**src/rtl/custom_bus_if.sv**
```systemverilog
// Signal bundle between custom_bus_master and its surroundings.
// The master modport is the bus master itself. The slave modport is everything
// on the far side: the command issuer / response consumer and the bus slave.
interface custom_bus_if;
  // Command port (valid/ready).
  logic       cmd_valid;
  logic       cmd_ready;
  logic       cmd_r0_w1;
  logic [7:0] cmd_wdata;

  // Response port (valid/ready).
  logic       rsp_valid;
  logic       rsp_ready;
  logic [7:0] rsp_rdata;
  logic       rsp_err;

  // req/ack bus toward custom_bus_slave.
  logic       m_req;
  logic       m_r0_w1;
  logic [7:0] m_wr_data;
  logic       m_done;
  logic       s_ack;
  logic       s_data_ack;
  logic [7:0] m_rd_data;

  modport master (
    input  cmd_valid, cmd_r0_w1, cmd_wdata,
    input  rsp_ready,
    input  s_ack, s_data_ack, m_rd_data,
    output cmd_ready,
    output rsp_valid, rsp_rdata, rsp_err,
    output m_req, m_r0_w1, m_wr_data, m_done
  );

  modport slave (
    output cmd_valid, cmd_r0_w1, cmd_wdata,
    output rsp_ready,
    output s_ack, s_data_ack, m_rd_data,
    input  cmd_ready,
    input  rsp_valid, rsp_rdata, rsp_err,
    input  m_req, m_r0_w1, m_wr_data, m_done
  );
endinterface

```
**src/rtl/custom_bus_master.sv**
```systemverilog
// Bus master for the custom 8-bit req/ack bus.
// Takes one read/write command, runs m_req -> s_ack -> (write: data ->
// s_data_ack) -> m_done on the bus, then presents read data or a timeout
// error on the response port. Every output is decoded from registered state,
// so there is no combinational path from any input to any output.
module custom_bus_master #(
  parameter int TIMEOUT = 16  // cycles to wait for an ack before aborting; 0 = wait forever
) (
  input logic          clk,
  input logic          rst,
  custom_bus_if.master bus
);

  typedef enum logic [2:0] {
    IDLE,
    REQ,
    WR_DATA,
    WAIT_DACK,
    DONE,
    RESP
  } state_t;

  // The counter only ever reaches TIMEOUT-1; keep at least one bit so the
  // TIMEOUT=0 build still has a legal vector.
  localparam int CNT_W = (TIMEOUT > 0) ? $clog2(TIMEOUT + 1) : 1;
  localparam logic [CNT_W-1:0] CNT_LIMIT = CNT_W'((TIMEOUT > 0) ? TIMEOUT - 1 : 0);
  localparam bit TIMEOUT_ON = (TIMEOUT > 0);

  state_t           state_q, state_d;
  logic             dir_q, dir_d;      // captured direction, 1 = write
  logic [7:0]       wdata_q, wdata_d;  // captured write data
  logic [7:0]       rdata_q, rdata_d;  // read data sampled on s_ack
  logic             err_q, err_d;      // set when a wait phase timed out
  logic [CNT_W-1:0] cnt_q, cnt_d;      // cycles spent in the current wait phase

  logic             limit_hit;

  // Last permitted cycle of a wait phase without the awaited ack.
  assign limit_hit = TIMEOUT_ON && (cnt_q == CNT_LIMIT);

  // State and captured-transaction registers with asynchronous reset.
  // NOTE: sequential state uses non-blocking (<=) so every register samples
  // the pre-edge values of its sources, independent of statement order.
  always_ff @(posedge clk or posedge rst) begin
    if (rst) begin
      state_q <= IDLE;
      dir_q   <= 1'b0;
      wdata_q <= 8'h00;
      rdata_q <= 8'h00;
      err_q   <= 1'b0;
      cnt_q   <= '0;
    end else begin
      state_q <= state_d;
      dir_q   <= dir_d;
      wdata_q <= wdata_d;
      rdata_q <= rdata_d;
      err_q   <= err_d;
      cnt_q   <= cnt_d;
    end
  end

  // Next-state and capture logic for the transaction sequence.
  // NOTE: every variable gets a default at the top so no path through the
  // case leaves it unassigned, which would otherwise infer a latch.
  always_comb begin
    state_d = state_q;
    dir_d   = dir_q;
    wdata_d = wdata_q;
    rdata_d = rdata_q;
    err_d   = err_q;
    cnt_d   = cnt_q;

    unique case (state_q)
      IDLE: begin
        if (bus.cmd_valid) begin
          dir_d   = bus.cmd_r0_w1;
          wdata_d = bus.cmd_wdata;
          rdata_d = 8'h00;
          err_d   = 1'b0;
          cnt_d   = '0;
          state_d = REQ;
        end
      end

      REQ: begin
        // An ack in the limit cycle is checked first, so it beats the timeout.
        if (bus.s_ack) begin
          if (dir_q) begin
            state_d = WR_DATA;
          end else begin
            rdata_d = bus.m_rd_data;
            state_d = DONE;
          end
        end else if (limit_hit) begin
          err_d   = 1'b1;
          state_d = DONE;
        end else if (TIMEOUT_ON) begin
          cnt_d = cnt_q + CNT_W'(1);
        end
      end

      WR_DATA: begin
        // The slave samples m_wr_data during this single cycle.
        cnt_d   = '0;
        state_d = WAIT_DACK;
      end

      WAIT_DACK: begin
        if (bus.s_data_ack) begin
          state_d = DONE;
        end else if (limit_hit) begin
          err_d   = 1'b1;
          state_d = DONE;
        end else if (TIMEOUT_ON) begin
          cnt_d = cnt_q + CNT_W'(1);
        end
      end

      DONE: begin
        // m_done pulses even after a timeout so a stuck slave is released.
        state_d = RESP;
      end

      RESP: begin
        if (bus.rsp_ready) begin
          state_d = IDLE;
        end
      end

      default: begin
        state_d = IDLE;
      end
    endcase
  end

  // Output decode from the registered state and captured data only.
  always_comb begin
    bus.cmd_ready = 1'b0;
    bus.rsp_valid = 1'b0;
    bus.rsp_rdata = 8'h00;
    bus.rsp_err   = 1'b0;
    bus.m_req     = 1'b0;
    bus.m_r0_w1   = 1'b0;
    bus.m_wr_data = 8'h00;
    bus.m_done    = 1'b0;

    unique case (state_q)
      IDLE: begin
        bus.cmd_ready = 1'b1;
      end

      REQ, WR_DATA, WAIT_DACK, DONE: begin
        bus.m_req     = (state_q == REQ);
        bus.m_done    = (state_q == DONE);
        bus.m_r0_w1   = dir_q;
        bus.m_wr_data = dir_q ? wdata_q : 8'h00;
      end

      RESP: begin
        // rdata_q stays 0 for writes and timeouts: it is cleared on accept
        // and only loaded by a read that received s_ack.
        bus.rsp_valid = 1'b1;
        bus.rsp_rdata = rdata_q;
        bus.rsp_err   = err_q;
      end

      default: begin
        bus.cmd_ready = 1'b0;
      end
    endcase
  end

endmodule
```
**src/flat_wrapper.sv**
```systemverilog
// flat-port wrapper written by rule: the top's interface ports become plain ports
module custom_bus_master_flat 
#(
  parameter int TIMEOUT = 16                                                                
)
  (clk, rst, bus_cmd_valid, bus_cmd_r0_w1, bus_cmd_wdata, bus_rsp_ready, bus_s_ack, bus_s_data_ack, bus_m_rd_data, bus_cmd_ready, bus_rsp_valid, bus_rsp_rdata, bus_rsp_err, bus_m_req, bus_m_r0_w1, bus_m_wr_data, bus_m_done);
  custom_bus_if bus_i ();
  input logic clk;
  input logic rst;
  input wire logic [$bits(bus_i.cmd_valid)-1:0] bus_cmd_valid;
  input wire logic [$bits(bus_i.cmd_r0_w1)-1:0] bus_cmd_r0_w1;
  input wire logic [$bits(bus_i.cmd_wdata)-1:0] bus_cmd_wdata;
  input wire logic [$bits(bus_i.rsp_ready)-1:0] bus_rsp_ready;
  input wire logic [$bits(bus_i.s_ack)-1:0] bus_s_ack;
  input wire logic [$bits(bus_i.s_data_ack)-1:0] bus_s_data_ack;
  input wire logic [$bits(bus_i.m_rd_data)-1:0] bus_m_rd_data;
  output wire logic [$bits(bus_i.cmd_ready)-1:0] bus_cmd_ready;
  output wire logic [$bits(bus_i.rsp_valid)-1:0] bus_rsp_valid;
  output wire logic [$bits(bus_i.rsp_rdata)-1:0] bus_rsp_rdata;
  output wire logic [$bits(bus_i.rsp_err)-1:0] bus_rsp_err;
  output wire logic [$bits(bus_i.m_req)-1:0] bus_m_req;
  output wire logic [$bits(bus_i.m_r0_w1)-1:0] bus_m_r0_w1;
  output wire logic [$bits(bus_i.m_wr_data)-1:0] bus_m_wr_data;
  output wire logic [$bits(bus_i.m_done)-1:0] bus_m_done;
  assign bus_i.cmd_valid = bus_cmd_valid;
  assign bus_i.cmd_r0_w1 = bus_cmd_r0_w1;
  assign bus_i.cmd_wdata = bus_cmd_wdata;
  assign bus_i.rsp_ready = bus_rsp_ready;
  assign bus_i.s_ack = bus_s_ack;
  assign bus_i.s_data_ack = bus_s_data_ack;
  assign bus_i.m_rd_data = bus_m_rd_data;
  assign bus_cmd_ready = bus_i.cmd_ready;
  assign bus_rsp_valid = bus_i.rsp_valid;
  assign bus_rsp_rdata = bus_i.rsp_rdata;
  assign bus_rsp_err = bus_i.rsp_err;
  assign bus_m_req = bus_i.m_req;
  assign bus_m_r0_w1 = bus_i.m_r0_w1;
  assign bus_m_wr_data = bus_i.m_wr_data;
  assign bus_m_done = bus_i.m_done;
  custom_bus_master #(.TIMEOUT(TIMEOUT)) u_core (.clk(clk), .rst(rst), .bus(bus_i));
endmodule
```
**config.mk**
```make
export PLATFORM = sky130hd
export DESIGN_NAME = custom_bus_master_flat
export DESIGN_NICKNAME = d
export VERILOG_FILES = /design/src/rtl/custom_bus_if.sv /design/src/rtl/custom_bus_master.sv /design/src/flat_wrapper.sv
export SDC_FILE = /design/constraint.sdc
export NUM_CORES = 1
export LEC_CHECK = 0
export BUFFER_PORTS_ARGS = -buffer_cell sky130_fd_sc_hd__buf_4
export CORE_MARGIN = 4
export CORE_UTILIZATION = 31
export DETAILED_ROUTE_END_ITERATION = 7
export PLACE_DENSITY = 0.64
export SYNTH_ARGS = -nofsm -noshare
export SYNTH_HDL_FRONTEND = slang
export SYNTH_SLANG_ARGS = --single-unit
```
**constraint.sdc**
```tcl
create_clock -name clk -period 2.2 [get_ports clk]
set_input_delay 0.22 -clock clk [delete_from_list [all_inputs] [get_ports clk]]
set_output_delay 0.22 -clock clk [all_outputs]
set_load 0.01 [all_outputs]
```
# Word-level counts from Yosys, hierarchy flattened
# Cells that the tools add are included.
# Widths: inputs -> output; s select.
totals:
  regBits: 26
  inputBits: 23
  output_inout_bits: 22
  wordCells: 59
op_classes:
  addsub: 1
  n_eq_ne: 12
  muxes: 30
  reduce_logical: 10
ops:
  columns: ["operator", "count"]
  rows:
  - ["$mux 8", 6]
  - ["$mux 5", 4]
  - ["$pmux 5 s4", 1]
  - ["$mux 3", 6]
  - ["$pmux 3 s6", 1]
  - ["$pmux 8 s2", 1]
  - ["$ne 2x2->1 const B", 6]
  - ["$reduce_and 4->1", 3]
  - ["$mux 1", 10]
  - ["$eq 3x2->1 const B", 2]
  - ["$eq 3x3->1 const B", 2]
  - ["$add 5x1->5 const B", 1]
  - ["$eq 5x4->1 const B", 1]
  - ["$reduce_and 2->1", 2]
  - ["$reduce_bool 4->1", 1]
  - ["$reduce_or 4->1", 1]
  - ["$eq 3x1->1 const B", 1]
  - ["$logic_not 3->1", 1]
  - ["$pmux 1 s3", 1]
  - ["$reduce_bool 3->1", 1]
  - ["$reduce_bool 2->1", 1]

# Longest topological paths before layout
depth:
  depth_word: 4
  mapped_depth: 6

# Worst setup path before layout
# Ideal clock, no wire load.
synth_timing:
  kind: "register -> register"
  start: "reg u_core.cnt_q[0]"
  end: "reg u_core.cnt_q[0]"
  setup_time_ns: 0.125
  arrival_ns: 1.757
  slack_ns: 0.318
  stages_incl_launch_ff: 7
  path_buffers: 0
  path_cell_list: "dfrtp_1 -> ha_1 -> and3_1 -> ha_1 -> nor3b_2 -> a22oi_4 -> mux2_4"
synth_via:
  elab_chain_cells: 4
  word_cells_on_any_way: 6
  classes_between: "add/sub (1); eq/ne (1); mux (4)"
synth_rtl:
  columns: ["element", "line", "rtl"]
  rows:
  - ["from (decl)", "custom_bus_master.sv:34", "logic [CNT_W-1:0] cnt_q, cnt_d;"]
  - ["from (signal assigned)", "custom_bus_master.sv:58", "cnt_q <= cnt_d;"]
  - ["$add 5x1->5 / $eq 5x4->1 (equally long branches)", "custom_bus_master.sv:98, custom_bus_master.sv:115, custom_bus_master.sv:39", null]
  - ["$mux 5 (*)", "custom_bus_master.sv:111", "end else if (limit_hit) begin"]
  - ["$mux 5, on equally long branches", "custom_bus_master.sv:109, custom_bus_master.sv:87", null]
  - ["$pmux 5 s4 (*)", "custom_bus_master.sv:73", "unique case (state_q)"]
# Every way passes the cells marked *; elsewhere a longest branch is shown, timed or not. The select of a mux whose other input is x is not followed.
# A chain may end at the register's enable or synchronous reset.

# Worst setup path after layout
# Same ends and word-level chain as after synthesis.

==> results.cfg <==
[place]
routabilityCongestion = 0.806
post-dp-hpwl_mm = 2.41
portBuffers = 44
placed_cells = 211

[run]
maxCapViolCount = 0

[detailed_routing]
wl_per_cell_um = 14.6
drt_wl_total_mm = 3.12
drc = 0
met3_length_um = 163
route.met2.wl_mm = 1.67
drtIter0Drc = 73
postRouteAntennaNets = 0
drt-met1-wl_mm = 1.24
top_layer = met4
dr.pass1.iters = 4
viasPerCell = 5.00
routed-via-count = 1071

[synth]
syn_area_per_cell_um2 = 11.4
ys_warn_count = 0
syn-num-nets = 145
synth_cell_types = 33
synth_cells = 120
synth_seq_cells = 26
synth_seq_area_share = 0.478
synthesis.area_um2 = 1360

[die]
pin_count = 45
die_w_um = 74.3
start_util = 0.331
die_h_um = 74.3
core_area_um2 = 4120
fp-row-count = 23
die_area_um2 = 5520

[clocking]
cts_tree = built
cts_buffers = 3
cts_setup_buffers = 0
cts_root_buf = clkbuf_8
clkSlewWorstSetupHoldPaths_ps = 80
htreeDepth = 1
ctsHoldBuffers = 0
post_cts_resized = 0
cts_buffer_depth = 2
clock-sinks = 26
insertion_delay_ps = 260

[outcome]
status = completed

[timing]
rsz0062_at_grt = false
finalHoldViolations = 0
fmax_mhz = 494
tns_ps = 0
finClkSkew_ps = 1.53
drv_slew = 0
min_period_ps = 2020
slew_headroom = 0.654
min_period_over_period = 0.920
worst_pin_slew_ps = 504
setup_viol = 0
fin_hold_ws_ps = 5.11

[critical_path]
cp_slowest_cell = dfrtp_1
crit_required_ps = 2350
cp_common_cell = ha_1
crit_fanout = 5
critical-path-max-stage-delay_ps = 420
crit_arrival_ps = 2180
path_cells = ha_1, and3_1, ha_1, nor3b_2, a22oi_4, mux2_4
r2r-start = u_core.cnt_q[0]
rrSetupSlack_ps = 180
crit_path_end_kind = flip-flop
worst-setup-path-type = reg -> reg
cp-start-kind = flip-flop
reg2reg_depth = 6
r2r-end = u_core.cnt_q[0]

[global_route]
grt_pass1_wl_mm = 5.26
first_global_vias = 1165
grt_max_degree = 27
grt-ovfl-total = 0
grtUsageTotal = 0.121
grt_antenna_before_repair = 0

[finish]
antenna_cells = 0
final_nets = 191
final_common_cell = buf_4
final_layout_size_suffix_gt1_frac = 0.402
most-common-layout-cells = buf_4, dfrtp_1, and2_1, a22o_1, mux2_2
fill_cells = 408
syn_to_final_growth_pct = 30.9
fin_cells = 214

[power_and_ir_drop]
power.density_nw_per_um2 = 1280
p_leak_nw = 0.878
vdd_ir_drop_max_v = 0.000411

[worst_hold_path]
hold_class = in -> async
==> Yosys cell counts (all sizes together) <==
library cell / n / area share
dfrtp: 26 / 0.48
and2: 20 / 0.092
mux2: 10 / 0.085
a22o: 9 / 0.058
o21ai: 6 / 0.022
buf: 4 / 0.021
inv: 4 / 0.011
nor2: 4 / 0.011
and3: 3 / 0.014
mux2i: 3 / 0.022
nand2b: 3 / 0.014
nor3: 3 / 0.011
a21oi: 2 / 0.0073
clkbuf: 2 / 0.0055
ha: 2 / 0.018
nand2: 2 / 0.0055
nand3b: 2 / 0.011
nor2b: 2 / 0.0092
nor3b: 2 / 0.018
a211o: 1 / 0.0064
a22oi: 1 / 0.016
a31o: 1 / 0.0064
a31oi: 1 / 0.0046
and3b: 1 / 0.0064
nor4b: 1 / 0.017
o21a: 1 / 0.0055
o22a: 1 / 0.0064
o31a: 1 / 0.0064
o32ai: 1 / 0.0064
or2: 1 / 0.0046
==> sequential cells by signal, indices dropped and copies added (netlist names) <==
name and count:
u_core.rdata_q 8, u_core.wdata_q 8, u_core.cnt_q 5, u_core.state_q 3, u_core.dir_q 1, u_core.err_q 1
==> layer usage <==
layer | track usage | vias to the layer above
met3 | 0.0257 | 4
met5 | 0 | -
met4 | 0.0415 | 0
met1 | 0.145 | 527
met2 | 0.216 | 29
li1 | - | 511
==> layout make-up <==
type | instances | area (um^2) | area share
Sequential cell | 26 | 651 | 0.365
Clock buffer | 3 | 41.3 | 0.0232
Tap cell | 50 | 62.6 | 0.0351
Multi-Input combinational cell | 84 | 661 | 0.371
Timing Repair Buffer | 47 | 353 | 0.198
Inverter | 4 | 15.0 | 0.00842
==> logic make-up after synthesis <==
family / share of synthesized area
AND/OR/NAND/NOR: 0.214
flip-flops: 0.477
AO/OA/AOI/OAI: 0.145
multiplexers: 0.107
buffers and inverters: 0.0376
adder cells (fa/ha/maj): 0.0184
==> report_power, final <==
part	total [mW]	internal (mW)	switching (mW)	leakage, nW
clock	0.260	0.122	0.137	0.0216
sequential	0.841	0.695	0.146	0.332
combinational	1.19	0.628	0.563	0.525
==> worst max-delay path by stage <==
stage / from / endpoint / slack [ps] / cells past startpoint
2_1_floorplan: u_core.cnt_q[0] / u_core.cnt_q[0] / 320 / 6
3_3_place_gp: u_core.cnt_q[0] / u_core.cnt_q[0] / 260 / 6
3_5_place_dp: u_core.cnt_q[0] / u_core.cnt_q[0] / 190 / 6
4_1_cts: u_core.state_q[2] / bus_m_wr_data[2] / 180 / 4
5_1_grt: u_core.state_q[2] / bus_rsp_rdata[4] / 40 / 4
6_report: u_core.cnt_q[0] / u_core.cnt_q[0] / 180 / 6
==> worst max-delay path: cells and delay by family, from the launching register on <==
family	cells	cell delay, ps
DFF	1	420
muxes	1	320
and+or+nand+nor	2	540
adders and majority gates	2	470
AOI/OAI and AO/OA	1	160
==> stage by stage <==
stage           util  instance area, um^2  total power [mW]  worst slack, ps
6_report       0.433                 1780              2.29              176
5_1_grt        0.433                 1780              2.48             35.9
4_1_cts        0.433                 1780              2.33              176
3_5_place_dp   0.423                 1740              2.06              192
3_3_place_gp   0.423                 1740              2.02              255
2_1_floorplan      -                 1360              1.65              318
Note: power is estimated with default switching activity, not from simulation.
